[src/rtl/rv_multicycle_ctrl_pkg.sv]
// Shared definitions for the RV32I multi-cycle controller: opcodes, FSM states,
// instruction classes and datapath select encodings.
package rv_ctrl_pkg;

    localparam logic [6:0] OP       = 7'b0110011;
    localparam logic [6:0] OP_IMM   = 7'b0010011;
    localparam logic [6:0] LOAD     = 7'b0000011;
    localparam logic [6:0] STORE    = 7'b0100011;
    localparam logic [6:0] BRANCH   = 7'b1100011;
    localparam logic [6:0] JAL      = 7'b1101111;
    localparam logic [6:0] JALR     = 7'b1100111;
    localparam logic [6:0] LUI      = 7'b0110111;
    localparam logic [6:0] AUIPC    = 7'b0010111;
    localparam logic [6:0] MISC_MEM = 7'b0001111;
    localparam logic [6:0] SYSTEM   = 7'b1110011;

    typedef enum logic [2:0] {
        FETCH,
        DECODE,
        EXEC,
        MEM,
        WB,
        HALT
    } state_e;

    typedef enum logic [2:0] {
        CLS_ALU,
        CLS_LOAD,
        CLS_STORE,
        CLS_BRANCH,
        CLS_JAL,
        CLS_JALR,
        CLS_NOP,
        CLS_UNKNOWN
    } insn_class_e;

    localparam logic ADDR_PC    = 1'b0;
    localparam logic ADDR_ALU   = 1'b1;
    localparam logic PCN_ADDER  = 1'b0;
    localparam logic PCN_ALU    = 1'b1;
    localparam logic PCA_FOUR   = 1'b0;
    localparam logic PCA_IMM    = 1'b1;

    // SUB/SRA (OP) and SRAI (OP-IMM, funct3=101) share INSN[30] as the alternate-op bit.
    function automatic logic alu_alt(input logic [6:0] opcode, input logic [2:0] funct3,
                                     input logic bit30);
        return bit30 && ((opcode == OP) || ((opcode == OP_IMM) && (funct3 == 3'b101)));
    endfunction

endpackage

[src/rtl/rv_multicycle_ctrl_if.sv]
// Memory request/ready handshake between the controller (master) and memory (slave).
interface rv_multicycle_ctrl_if;
    logic mem_req;
    logic mem_we;
    logic addr_sel;
    logic mem_ready;

    modport master (output mem_req, output mem_we, output addr_sel, input mem_ready);
    modport slave  (input mem_req, input mem_we, input addr_sel, output mem_ready);
endinterface

[src/rtl/rv_multicycle_ctrl_insn_class.sv]
// Combinational opcode-to-class decoder; legal flags the eleven RV32I base opcodes.
module rv_insn_class
    import rv_ctrl_pkg::*;
(
    input  logic [6:0]  opcode,
    output insn_class_e cls,
    output logic        legal
);

    always_comb begin
        cls   = CLS_UNKNOWN;
        legal = 1'b1;
        case (opcode)
            OP, OP_IMM, LUI, AUIPC: cls = CLS_ALU;
            LOAD:                   cls = CLS_LOAD;
            STORE:                  cls = CLS_STORE;
            BRANCH:                 cls = CLS_BRANCH;
            JAL:                    cls = CLS_JAL;
            JALR:                   cls = CLS_JALR;
            MISC_MEM, SYSTEM:       cls = CLS_NOP;
            default: begin
                cls   = CLS_UNKNOWN;
                legal = 1'b0;
            end
        endcase
    end

endmodule

[src/rtl/rv_multicycle_ctrl.sv]
// RV32I multi-cycle sequencer with memory-timeout fault and retired-instruction counter.
// Optional illegal-opcode trap compiled in with `define RV_CTRL_ILLEGAL_TRAP_EN.
module rv_multicycle_ctrl
    import rv_ctrl_pkg::*;
#(
    parameter int TIMEOUT_W = 8,
    parameter int INSTRET_W = 32
) (
    input  logic                 CLK,
    input  logic                 RST,
    input  logic [31:0]          INSN,
    input  logic                 branch_taken,
    rv_multicycle_ctrl_if.master mem,
    output logic                 ir_we,
    output logic                 pc_we,
    output logic                 rd_we,
    output logic                 pc_next_sel,
    output logic                 pc_alu_sel,
    output logic                 sub_sra,
    output logic                 fault,
    output logic                 illegal,
    output logic [INSTRET_W-1:0] instret
);

    localparam logic [TIMEOUT_W-1:0] WAIT_MAX  = '1;
    localparam logic [TIMEOUT_W-1:0] WAIT_LAST = WAIT_MAX - TIMEOUT_W'(1);

    state_e                 state_q, state_d;
    logic [TIMEOUT_W-1:0]   wait_q, wait_d;
    logic                   fault_q;
    logic [INSTRET_W-1:0]   instret_q;
    logic                   set_fault;

    insn_class_e            cls;
    logic                   legal;
    logic                   insn_unused;

    logic c_mem_req, c_mem_we, c_addr_sel, c_ir_we, c_pc_we, c_rd_we;
    logic c_pc_next_sel, c_pc_alu_sel, c_sub_sra;

    rv_insn_class u_class (
        .opcode (INSN[6:0]),
        .cls    (cls),
        .legal  (legal)
    );

    assign insn_unused = ^{INSN[31], INSN[29:15], INSN[11:7]};

`ifdef RV_CTRL_ILLEGAL_TRAP_EN
    logic illegal_q;
    logic set_illegal;
`endif

    always_comb begin
        state_d       = state_q;
        wait_d        = '0;
        set_fault     = 1'b0;
`ifdef RV_CTRL_ILLEGAL_TRAP_EN
        set_illegal   = 1'b0;
`endif
        c_mem_req     = 1'b0;
        c_mem_we      = 1'b0;
        c_addr_sel    = ADDR_PC;
        c_ir_we       = 1'b0;
        c_pc_we       = 1'b0;
        c_rd_we       = 1'b0;
        c_pc_next_sel = PCN_ADDER;
        c_pc_alu_sel  = PCA_FOUR;
        c_sub_sra     = 1'b0;

        case (state_q)
            FETCH: begin
                c_mem_req = 1'b1;
                if (mem.mem_ready) begin
                    c_ir_we = 1'b1;
                    state_d = DECODE;
                end else if (wait_q == WAIT_LAST) begin
                    state_d   = HALT;
                    set_fault = 1'b1;
                end else begin
                    wait_d = wait_q + TIMEOUT_W'(1);
                end
            end

            DECODE: begin
                if (!legal) begin
`ifdef RV_CTRL_ILLEGAL_TRAP_EN
                    state_d     = HALT;
                    set_illegal = 1'b1;
`else
                    state_d = EXEC;
`endif
                end else if (cls == CLS_JAL || cls == CLS_JALR) begin
                    state_d = WB;
                end else begin
                    state_d = EXEC;
                end
            end

            EXEC: begin
                c_sub_sra = alu_alt(INSN[6:0], INSN[14:12], INSN[30]);
                case (cls)
                    CLS_ALU:              state_d = WB;
                    CLS_LOAD, CLS_STORE:  state_d = MEM;
                    CLS_BRANCH: begin
                        c_pc_we      = 1'b1;
                        c_pc_alu_sel = branch_taken ? PCA_IMM : PCA_FOUR;
                        state_d      = FETCH;
                    end
                    // Fences, system ops and (without the trap) unknown opcodes retire as NOPs.
                    default: begin
                        c_pc_we = 1'b1;
                        state_d = FETCH;
                    end
                endcase
            end

            MEM: begin
                c_mem_req  = 1'b1;
                c_addr_sel = ADDR_ALU;
                c_mem_we   = (cls == CLS_STORE);
                if (mem.mem_ready) begin
                    if (cls == CLS_STORE) begin
                        c_pc_we = 1'b1;
                        state_d = FETCH;
                    end else begin
                        state_d = WB;
                    end
                end else if (wait_q == WAIT_LAST) begin
                    state_d   = HALT;
                    set_fault = 1'b1;
                end else begin
                    wait_d = wait_q + TIMEOUT_W'(1);
                end
            end

            WB: begin
                c_rd_we = 1'b1;
                c_pc_we = 1'b1;
                state_d = FETCH;
                if (cls == CLS_JAL) begin
                    c_pc_alu_sel = PCA_IMM;
                end else if (cls == CLS_JALR) begin
                    c_pc_next_sel = PCN_ALU;
                end
            end

            HALT: state_d = HALT;

            default: state_d = FETCH;
        endcase
    end

    always_ff @(posedge CLK) begin
        if (RST) begin
            state_q   <= FETCH;
            wait_q    <= '0;
            fault_q   <= 1'b0;
            instret_q <= '0;
        end else begin
            state_q <= state_d;
            wait_q  <= wait_d;
            if (set_fault) begin
                fault_q <= 1'b1;
            end
            if (c_pc_we) begin
                instret_q <= instret_q + INSTRET_W'(1);
            end
        end
    end

`ifdef RV_CTRL_ILLEGAL_TRAP_EN
    always_ff @(posedge CLK) begin
        if (RST) begin
            illegal_q <= 1'b0;
        end else if (set_illegal) begin
            illegal_q <= 1'b1;
        end
    end
    assign illegal = !RST && illegal_q;
`else
    assign illegal = 1'b0;
`endif

    // Reset forces every output low combinationally, not just from the next edge.
    assign mem.mem_req  = !RST && c_mem_req;
    assign mem.mem_we   = !RST && c_mem_we;
    assign mem.addr_sel = !RST && c_addr_sel;
    assign ir_we        = !RST && c_ir_we;
    assign pc_we        = !RST && c_pc_we;
    assign rd_we        = !RST && c_rd_we;
    assign pc_next_sel  = !RST && c_pc_next_sel;
    assign pc_alu_sel   = !RST && c_pc_alu_sel;
    assign sub_sra      = !RST && c_sub_sra;
    assign fault        = !RST && fault_q;
    assign instret      = RST ? '0 : instret_q;

endmodule

[src/flat_wrapper.sv]
// flat-port wrapper written by rule: the top's interface ports become plain ports
module rv_multicycle_ctrl_flat import rv_ctrl_pkg::*;
#(
    parameter int TIMEOUT_W = 8,
    parameter int INSTRET_W = 32
)
  (CLK, RST, INSN, branch_taken, ir_we, pc_we, rd_we, pc_next_sel, pc_alu_sel, sub_sra, fault, illegal, instret, mem_mem_req, mem_mem_we, mem_addr_sel, mem_mem_ready);
  rv_multicycle_ctrl_if mem_i ();
  input  logic CLK;
  input  logic RST;
  input  logic [31:0] INSN;
  input  logic branch_taken;
  output logic ir_we;
  output logic pc_we;
  output logic rd_we;
  output logic pc_next_sel;
  output logic pc_alu_sel;
  output logic sub_sra;
  output logic fault;
  output logic illegal;
  output logic [INSTRET_W-1:0] instret;
  output wire logic [$bits(mem_i.mem_req)-1:0] mem_mem_req;
  output wire logic [$bits(mem_i.mem_we)-1:0] mem_mem_we;
  output wire logic [$bits(mem_i.addr_sel)-1:0] mem_addr_sel;
  input wire logic [$bits(mem_i.mem_ready)-1:0] mem_mem_ready;
  assign mem_mem_req = mem_i.mem_req;
  assign mem_mem_we = mem_i.mem_we;
  assign mem_addr_sel = mem_i.addr_sel;
  assign mem_i.mem_ready = mem_mem_ready;
  rv_multicycle_ctrl #(.TIMEOUT_W(TIMEOUT_W), .INSTRET_W(INSTRET_W)) u_core (.CLK(CLK), .RST(RST), .INSN(INSN), .branch_taken(branch_taken), .mem(mem_i), .ir_we(ir_we), .pc_we(pc_we), .rd_we(rd_we), .pc_next_sel(pc_next_sel), .pc_alu_sel(pc_alu_sel), .sub_sra(sub_sra), .fault(fault), .illegal(illegal), .instret(instret));
endmodule
[config.mk]
export PLATFORM = sky130hd
export DESIGN_NAME = rv_multicycle_ctrl_flat
export DESIGN_NICKNAME = d
export VERILOG_FILES = /design/src/rtl/rv_multicycle_ctrl_pkg.sv /design/src/rtl/rv_multicycle_ctrl_if.sv /design/src/rtl/rv_multicycle_ctrl_insn_class.sv /design/src/rtl/rv_multicycle_ctrl.sv /design/src/flat_wrapper.sv
export SDC_FILE = /design/constraint.sdc
export NUM_CORES = 1
export LEC_CHECK = 0
export CAP_MARGIN = 20
export CORE_UTILIZATION = 30
export DETAILED_ROUTE_END_ITERATION = 7
export HOLD_SLACK_MARGIN = 0.12
export PLACE_DENSITY_LB_ADDON = 0.12
export SETUP_SLACK_MARGIN = 0.2
export SLEW_MARGIN = 30
export SYNTH_ARGS = -nofsm -noshare
export SYNTH_HDL_FRONTEND = slang
export SYNTH_SLANG_ARGS = --single-unit
[constraint.sdc]
create_clock -name CLK -period 3.6 [get_ports CLK]
set_input_delay 0.54 -clock CLK [delete_from_list [all_inputs] [get_ports CLK]]
set_output_delay 0.54 -clock CLK [all_outputs]
set_load 0.05 [all_outputs]
==> results of run 1 <==
-- metal layers --
metal / part of all wire [%] / routed length (um) / global-route usage, % / vias up
li1: - / - / - / 1281
met1: 47 / 2830 / 17.5 / 1120
met2: 49 / 2940 / 24.7 / 46
met3: 3.2 / 192 / 3.27 / 7
met4: 1.0 / 63 / 3.41 / 0
met5: 0 / 0 / 0 / -
-- cells by family (layout without fill, tap and decap cells) --
group | count (synthesis) | in the layout
AND/OR/NAND/NOR | 174 | 174
flip-flops | 44 | 44
multiplexers | 9 | 9
XOR/XNOR | 10 | 10
buffers and inverters | 35 | 83
other | 1 | 1
adder cells (fa/ha/maj) | 3 | 3
AO/OA/AOI/OAI | 57 | 57
-- cell type report --
class | count | share of cell area (%)
well taps | 105 | 3.92
inverters | 16 | 1.79
flip-flops and latches | 44 | 26.3
clock buffers | 6 | 2.16
clock inverters | 2 | 1.04
multi-input cells | 254 | 47.1
repair buffers | 59 | 17.8
-- cell usage after synthesis --
library cell	count	area share [%]
nor2_1	47	6.8
dfxtp_1	44	34
nand2_1	26	3.7
nor2b_1	25	6.0
or4_1	17	4.9
a21oi_1	16	3.1
inv_1	16	2.3
o21ai_0	14	2.7
nand3_1	13	2.5
o31ai_1	13	3.7
nor3_1	11	2.1
clkbuf_1	10	1.4
mux2_2	8	3.5
nand4_1	7	1.7
or3_1	6	1.4
and3_1	5	1.2
xnor2_1	5	1.7
xor2_1	5	1.7
buf_2	4	0.77
nand2b_1	4	0.96
a21o_1	3	0.86
a31oi_1	3	0.72
buf_4	3	0.86
ha_1	3	1.4
nor4_1	3	0.72
buf_6	2	0.86
nor4bb_1	2	0.77
or4b_2	2	0.77
a2111oi_0	1	0.34
a211o_1	1	0.34
a41oi_1	1	0.34
a41oi_4	1	1.1
and2b_1	1	0.29
and4_1	1	0.34
and4bb_1	1	0.48
conb_1	1	0.14
mux2i_1	1	0.38
nor3_2	1	0.38
nor3b_1	1	0.29
o21bai_1	1	0.29
o311ai_4	1	1.0
o31ai_2	1	0.48
o32a_1	1	0.38
or3b_4	1	0.43
-- flip-flops by register name, indices dropped and copies added, names as in the netlist --
signal and cells:
u_core.fault_q 1, u_core.instret_q 32, u_core.wait_q 8, u_core.state_q 3
-- report_power, final --
group | internal [mW] | total, mW | switching [mW]
Sequential | 0.491 | 0.500 | 0.00870
Combinational | 0.0415 | 0.104 | 0.0630
Clock | 0.206 | 0.380 | 0.173
Total | 0.739 | 0.984 | 0.245
-- worst min path at each step --
stage / from / end / slack, ps / depth (start not counted)
final: u_core.wait_q[0] / u_core.wait_q[0] / 470 / 1
after global routing: u_core.instret_q[31] / u_core.instret_q[31] / 490 / 2
after CTS: u_core.wait_q[0] / u_core.wait_q[0] / 470 / 1
after detailed placement: u_core.wait_q[0] / u_core.wait_q[0] / 450 / 1
after global placement: u_core.wait_q[0] / u_core.wait_q[0] / 440 / 1
after floorplan: u_core.wait_q[0] / u_core.wait_q[0] / 430 / 1
==> flow_summary_export.csv, run 1 <==
group,metric,value,unit
sta,setup_slack,385,ps
yosys,synthCells,333,
floorplanning,core,0.00830,mm^2
yosys,synth-simple-area-share,35.8,%
clock_network,cts_buffers,5,
sta,final-setup-viol-count,0,
setup_path,worstSetupPathType,"input port to output pin",
detailed_routing,dr.first_iter.drc_count,70,
setup_path,crit_chain,"clkdlybuf4s50_1, nor2_1, nand3_1, a21oi_1, a41oi_1, nor3b_2, clkdlybuf4s50_1",
clock_network,cts_tree,"built",
sta,worst_pin_slew,910,ps
detailed_routing,num_vias,2454,
yosys,synth_compound_gate_area_share,15.3,%
setup_path,crit_path_start,"INSN[6]",
setup_path,reg2reg_depth,5,
sta,finalHoldViolations,0,
layout,layout.cells.most_common,"clkdlybuf4s50_1",
yosys,synth_mux_area_share,3.84,%
yosys,synth.avg_cell_area,7.82,um^2
floorplanning,dieHeight,95.2,um
sta,fin_crit,3210,ps
sta,slew-limit-headroom,39.2,%
yosys,synthXorXnorAreaFrac,3.36,%
layout,syn_to_final_growth,28.8,%
power,ir_worst_vdd,0.166,mV
setup_path,cp_top_family,"buffers and inverters",
hold_path,hold_class,"register to register",
floorplanning,die_w,95.2,um
floorplanning,die_area,0.00906,mm^2
sta,timing.hold.ws,468,ps
setup_path,critPathSlowestCell,"clkdlybuf4s50_1",
sta,fin_skew,3.12,ps
layout,drive_above_1_share,8.40,%
sta,min_period_over_period,89.3,%
layout,seq_area,881,um^2
yosys,yosysSeqAreaShare,33.8,%
yosys,synth_top_family_by_area,"simple AND/OR/NAND/NOR gates",
sta,finalMaxSlewViolations,0,
detailed_routing,drt_wl_total,6030,um
detailed_routing,viasPerCell,5.05,
layout,utilization,40.4,%
clock_network,ctsHoldBuffers,0,
setup_path,path_buf_inv,2,
power,p_per_area,293,mW/mm^2
detailed_routing,drc,0,
setup_path,crit_cells,7,
detailed_routing,wl_per_cell,12.4,um
detailed_routing,final_antenna_net_count,0,
grt,first_global_vias,2227,
placement,placedCellCount,478,
placement,dpl_cell_area,0.00325,mm^2
clock_network,clkSlewWorstSetupHoldPaths,80,ps
floorplanning,io_pins,79,
power,p_leak,1.12,nW
layout,final_cell_mix,"clkdlybuf4s50_1 (52), nor2_1 (47), dfxtp_1 (44), nand2_1 (26), nor2b_1 (25)",
grt,grt_pass1_wl,10200,um
setup_path,critPathLaunchType,"input port",
sta,max_freq,0.311,GHz
clock_network,cts_root_buf,"clkbuf_8",
sta,rsz0062_at_grt,"false",
detailed_routing,drt_pass1_iterations,4,
placement,hpwl,4330,um
placement,gp_congestion,0.817,
clock_network,cts-resized-gates,0,
setup_path,critPathRequiredTime,3060,ps
yosys,yosys_warnings,0,
clock_network,clock_latency,290,ps
layout,fillers,869,
outcome,status,"completed",
setup_path,rr_startpoint,"u_core.state_q[2]",
yosys,ys_ff_latch,44,
layout,stdcell_area,0.00335,mm^2
setup_path,cpPeakStageDelay,820,ps
grt,grt-ovfl-total,0,
grt,grt_usage,14.2,%
placement,portBuffers,56,
placement,pre_cts_ws,387,ps
clock_network,clock_sink_count,44,
job,max-cap-violations,0,
yosys,syn_nets,372,
setup_path,cp_data_arrival_time,2670,ps
setup_path,cpMostUsedCell,"clkdlybuf4s50_1",
clock_network,clockBufferDepth,2,
yosys,synthAdderAreaFrac,1.44,%
grt,grt_max_degree,54,
clock_network,htreeDepth,2,
layout,diodes,0,
floorplanning,rows,33,
layout,fin_cells,486,
layout,multi_input_area,0.00158,mm^2
floorplanning,start_util,31.4,%
setup_path,end_kind,"output pin",
setup_path,regToRegSetupSlack,1150,ps
setup_path,cp_max_fo,10,
setup_path,r2r_end,"u_core.instret_q[10]",
grt,antenna_found_initial,0,
power,fin_total_pwr,0.984,mW
yosys,syn_area,0.00260,mm^2
yosys,ys_types,44,
clock_network,post_cts_buffers,0,
layout,finalNetCount,419,
setup_path,crit_end,"pc_next_sel",
sta,final.setup.tns,0,ps
Note: power is estimated with default switching activity, not from simulation.
==> inputs of run 2 (changes only) <==
--- a/config.mk
+++ b/config.mk
@@ -6,6 +6,7 @@
 export NUM_CORES = 1
 export LEC_CHECK = 0
 export CAP_MARGIN = 20
+export CORE_ASPECT_RATIO = 1.4
 export CORE_UTILIZATION = 30
 export DETAILED_ROUTE_END_ITERATION = 7
 export HOLD_SLACK_MARGIN = 0.12
==> run 2 against run 1 <==
Compared with the run above:
- final cell count decreased by 0.62%
- first-iteration DRC count increased by 14%
- sequential share of layout area decreased by 0.16 points
- setup slack improved by 66 ps
- flip-flop and latch count unchanged
- clock power increased by 13%
- total power increased by 5.0%
- largest cell class unchanged
==> flow_summary_export.csv, run 2 (synthesis results as in run 1) <==
group,metric,value,unit
setup_path,critPathRequiredTime,3060,ps
clock_network,clkSlewWorstSetupHoldPaths,60,ps
power,p_leak,1.15,nW
detailed_routing,drc,0,
sta,final.setup.tns,0,ps
sta,slew-limit-headroom,63.1,%
grt,grt-ovfl-total,0,
sta,setup_slack,451,ps
floorplanning,io_pins,79,
grt,grt_pass1_wl,10400,um
setup_path,r2r_end,"u_core.instret_q[8]",
floorplanning,die_w,80.7,um
power,sw_frac_of_total,24.2,%
hold_path,whs_path_depth,1,
sta,timing.hold.ws,479,ps
setup_path,end_kind,"output pin",
floorplanning,start_util,31.4,%
floorplanning,die_area,0.00906,mm^2
power,p_per_area,306,mW/mm^2
clock_network,clockBufferDepth,2,
clock_network,ctsHoldBuffers,0,
layout,largest_reg_flops,32,
clock_network,clock_sink_count,44,
floorplanning,core,0.00830,mm^2
layout,layout.cells.most_common,"clkdlybuf4s50_1",
sta,worst_pin_slew,552,ps
hold_path,worstHoldStart,"u_core.wait_q[0]",
setup_path,cp_data_arrival_time,2610,ps
layout,regMostFlops,"u_core.instret_q",
setup_path,critPathLaunchType,"input port",
clock_network,cts_root_buf,"clkbuf_16",
detailed_routing,drt_pass1_iterations,4,
placement,dpl_cell_area,0.00324,mm^2
layout,final_cell_mix,"clkdlybuf4s50_1 (51), nor2_1 (47), dfxtp_1 (44), nand2_1 (26), nor2b_1 (25)",
layout,syn_to_final_growth,29.6,%
setup_path,critPathSlowestCell,"clkdlybuf4s50_1",
layout,diodes,0,
power,clkPwrFrac,41.7,%
power,p_comb_share,9.9,%
detailed_routing,dr.first_iter.drc_count,80,
placement,gp_congestion,0.782,
clock_network,post_cts_buffers,0,
setup_path,crit_path_start,"INSN[3]",
setup_path,worstSetupPathType,"input port to output pin",
outcome,status,"completed",
setup_path,cp_max_fo,9,
detailed_routing,final_antenna_net_count,0,
floorplanning,dieHeight,112,um
sta,rsz0062_at_grt,"false",
hold_path,hold_class,"register to register",
placement,pre_cts_ws,378,ps
placement,portBuffers,56,
sta,min_period_over_period,87.5,%
setup_path,regToRegSetupSlack,1220,ps
layout,drive_above_1_share,8.40,%
clock_network,cts-resized-gates,0,
layout,fillers,905,
placement,hpwl,4510,um
grt,first_global_vias,2256,
sta,max_freq,0.318,GHz
clock_network,cts_tree,"built",
sta,fin_skew,3.13,ps
power,fin_total_pwr,1.03,mW
detailed_routing,num_vias,2472,
setup_path,cp_top_family,"buffers and inverters",
detailed_routing,drt_wl_total,6200,um
job,max-cap-violations,0,
setup_path,rr_startpoint,"u_core.state_q[2]",
clock_network,htreeDepth,2,
power,power_switching,0.250,mW
clock_network,cts_buffers,5,
layout,stdcell_area,0.00337,mm^2
power,ir_worst_vdd,0.172,mV
power,power_frac_seq,48.5,%
grt,grt_max_degree,46,
setup_path,cpPeakStageDelay,850,ps
grt,antenna_found_initial,0,
power,p_int,0.784,mW
sta,final-setup-viol-count,0,
layout,top_regs,"u_core.instret_q (32), u_core.wait_q (8), u_core.state_q (3)",
setup_path,crit_chain,"clkdlybuf4s50_1, and4bb_1, nor4bb_2, clkdlybuf4s50_1",
sta,fin_crit,3150,ps
hold_path,whs_endpoint,"u_core.wait_q[0]",
setup_path,cpMostUsedCell,"clkdlybuf4s50_1",
detailed_routing,viasPerCell,5.12,
setup_path,reg2reg_depth,6,
layout,finalNetCount,420,
detailed_routing,wl_per_cell,12.8,um
setup_path,path_buf_inv,2,
sta,finalMaxSlewViolations,0,
sta,finalHoldViolations,0,
grt,grt_usage,14.4,%
clock_network,clock_latency,280,ps
floorplanning,rows,39,
## run 2: worst register-to-register path: stages, from the launching register on
cell and delay (ps):
dfxtp_1 510, and2b_1 280, and4_1 260, o311ai_4 560, buf_4 290, nor3_1 80, mux2_2 280
## run 2: stage by stage
step	cells	util, %
floorplan	333	-
finish	483	40.7
CTS	483	40.6
detailed placement	476	39.0
global route	483	40.7
global placement	476	39.0
## run 2: final cells by class
cell class | instances | area (um^2) | share of cell area, %
Timing Repair Buffer | 60 | 593 | 17.6
Sequential cell | 44 | 881 | 26.1
Inverter | 16 | 60.1 | 1.78
Multi-Input combinational cell | 254 | 1580 | 46.8
Clock buffer | 6 | 129 | 3.82
Clock inverter | 1 | 5.00 | 0.148
Tap cell | 102 | 128 | 3.78
## run 2: worst max path at each step
| stage | end | slack, ps | cells after the start |
|---|---|---|---|
| after CTS | pc_next_sel | 360 | 7 |
| after detailed placement | pc_next_sel | 380 | 7 |
| final | mem_mem_we | 450 | 4 |
| after global routing | mem_mem_we | 370 | 4 |
| after floorplan | pc_next_sel | 300 | 3 |
| after global placement | pc_next_sel | 390 | 5 |
## run 2: power groups by stage
stage	combinational, mW	sequential [mW]	clock (mW)
3_3_place_gp	0.102	0.512	0
3_5_place_dp	0.103	0.512	0
6_report	0.102	0.501	0.431
2_1_floorplan	0.0740	0.506	0
4_1_cts	0.103	0.501	0.445
5_1_grt	0.112	0.502	0.462
## run 2: routing by layer
| metal | vias to the layer above | global-route usage [%] | wire length [um] |
|---|---|---|---|
| met3 | 5 | 2.20 | 152 |
| li1 | 1278 | - | - |
| met4 | 0 | 3.93 | 55 |
| met1 | 1150 | 18.1 | 2850 |
| met5 | - | 0 | 0 |
| met2 | 39 | 25.0 | 3140 |
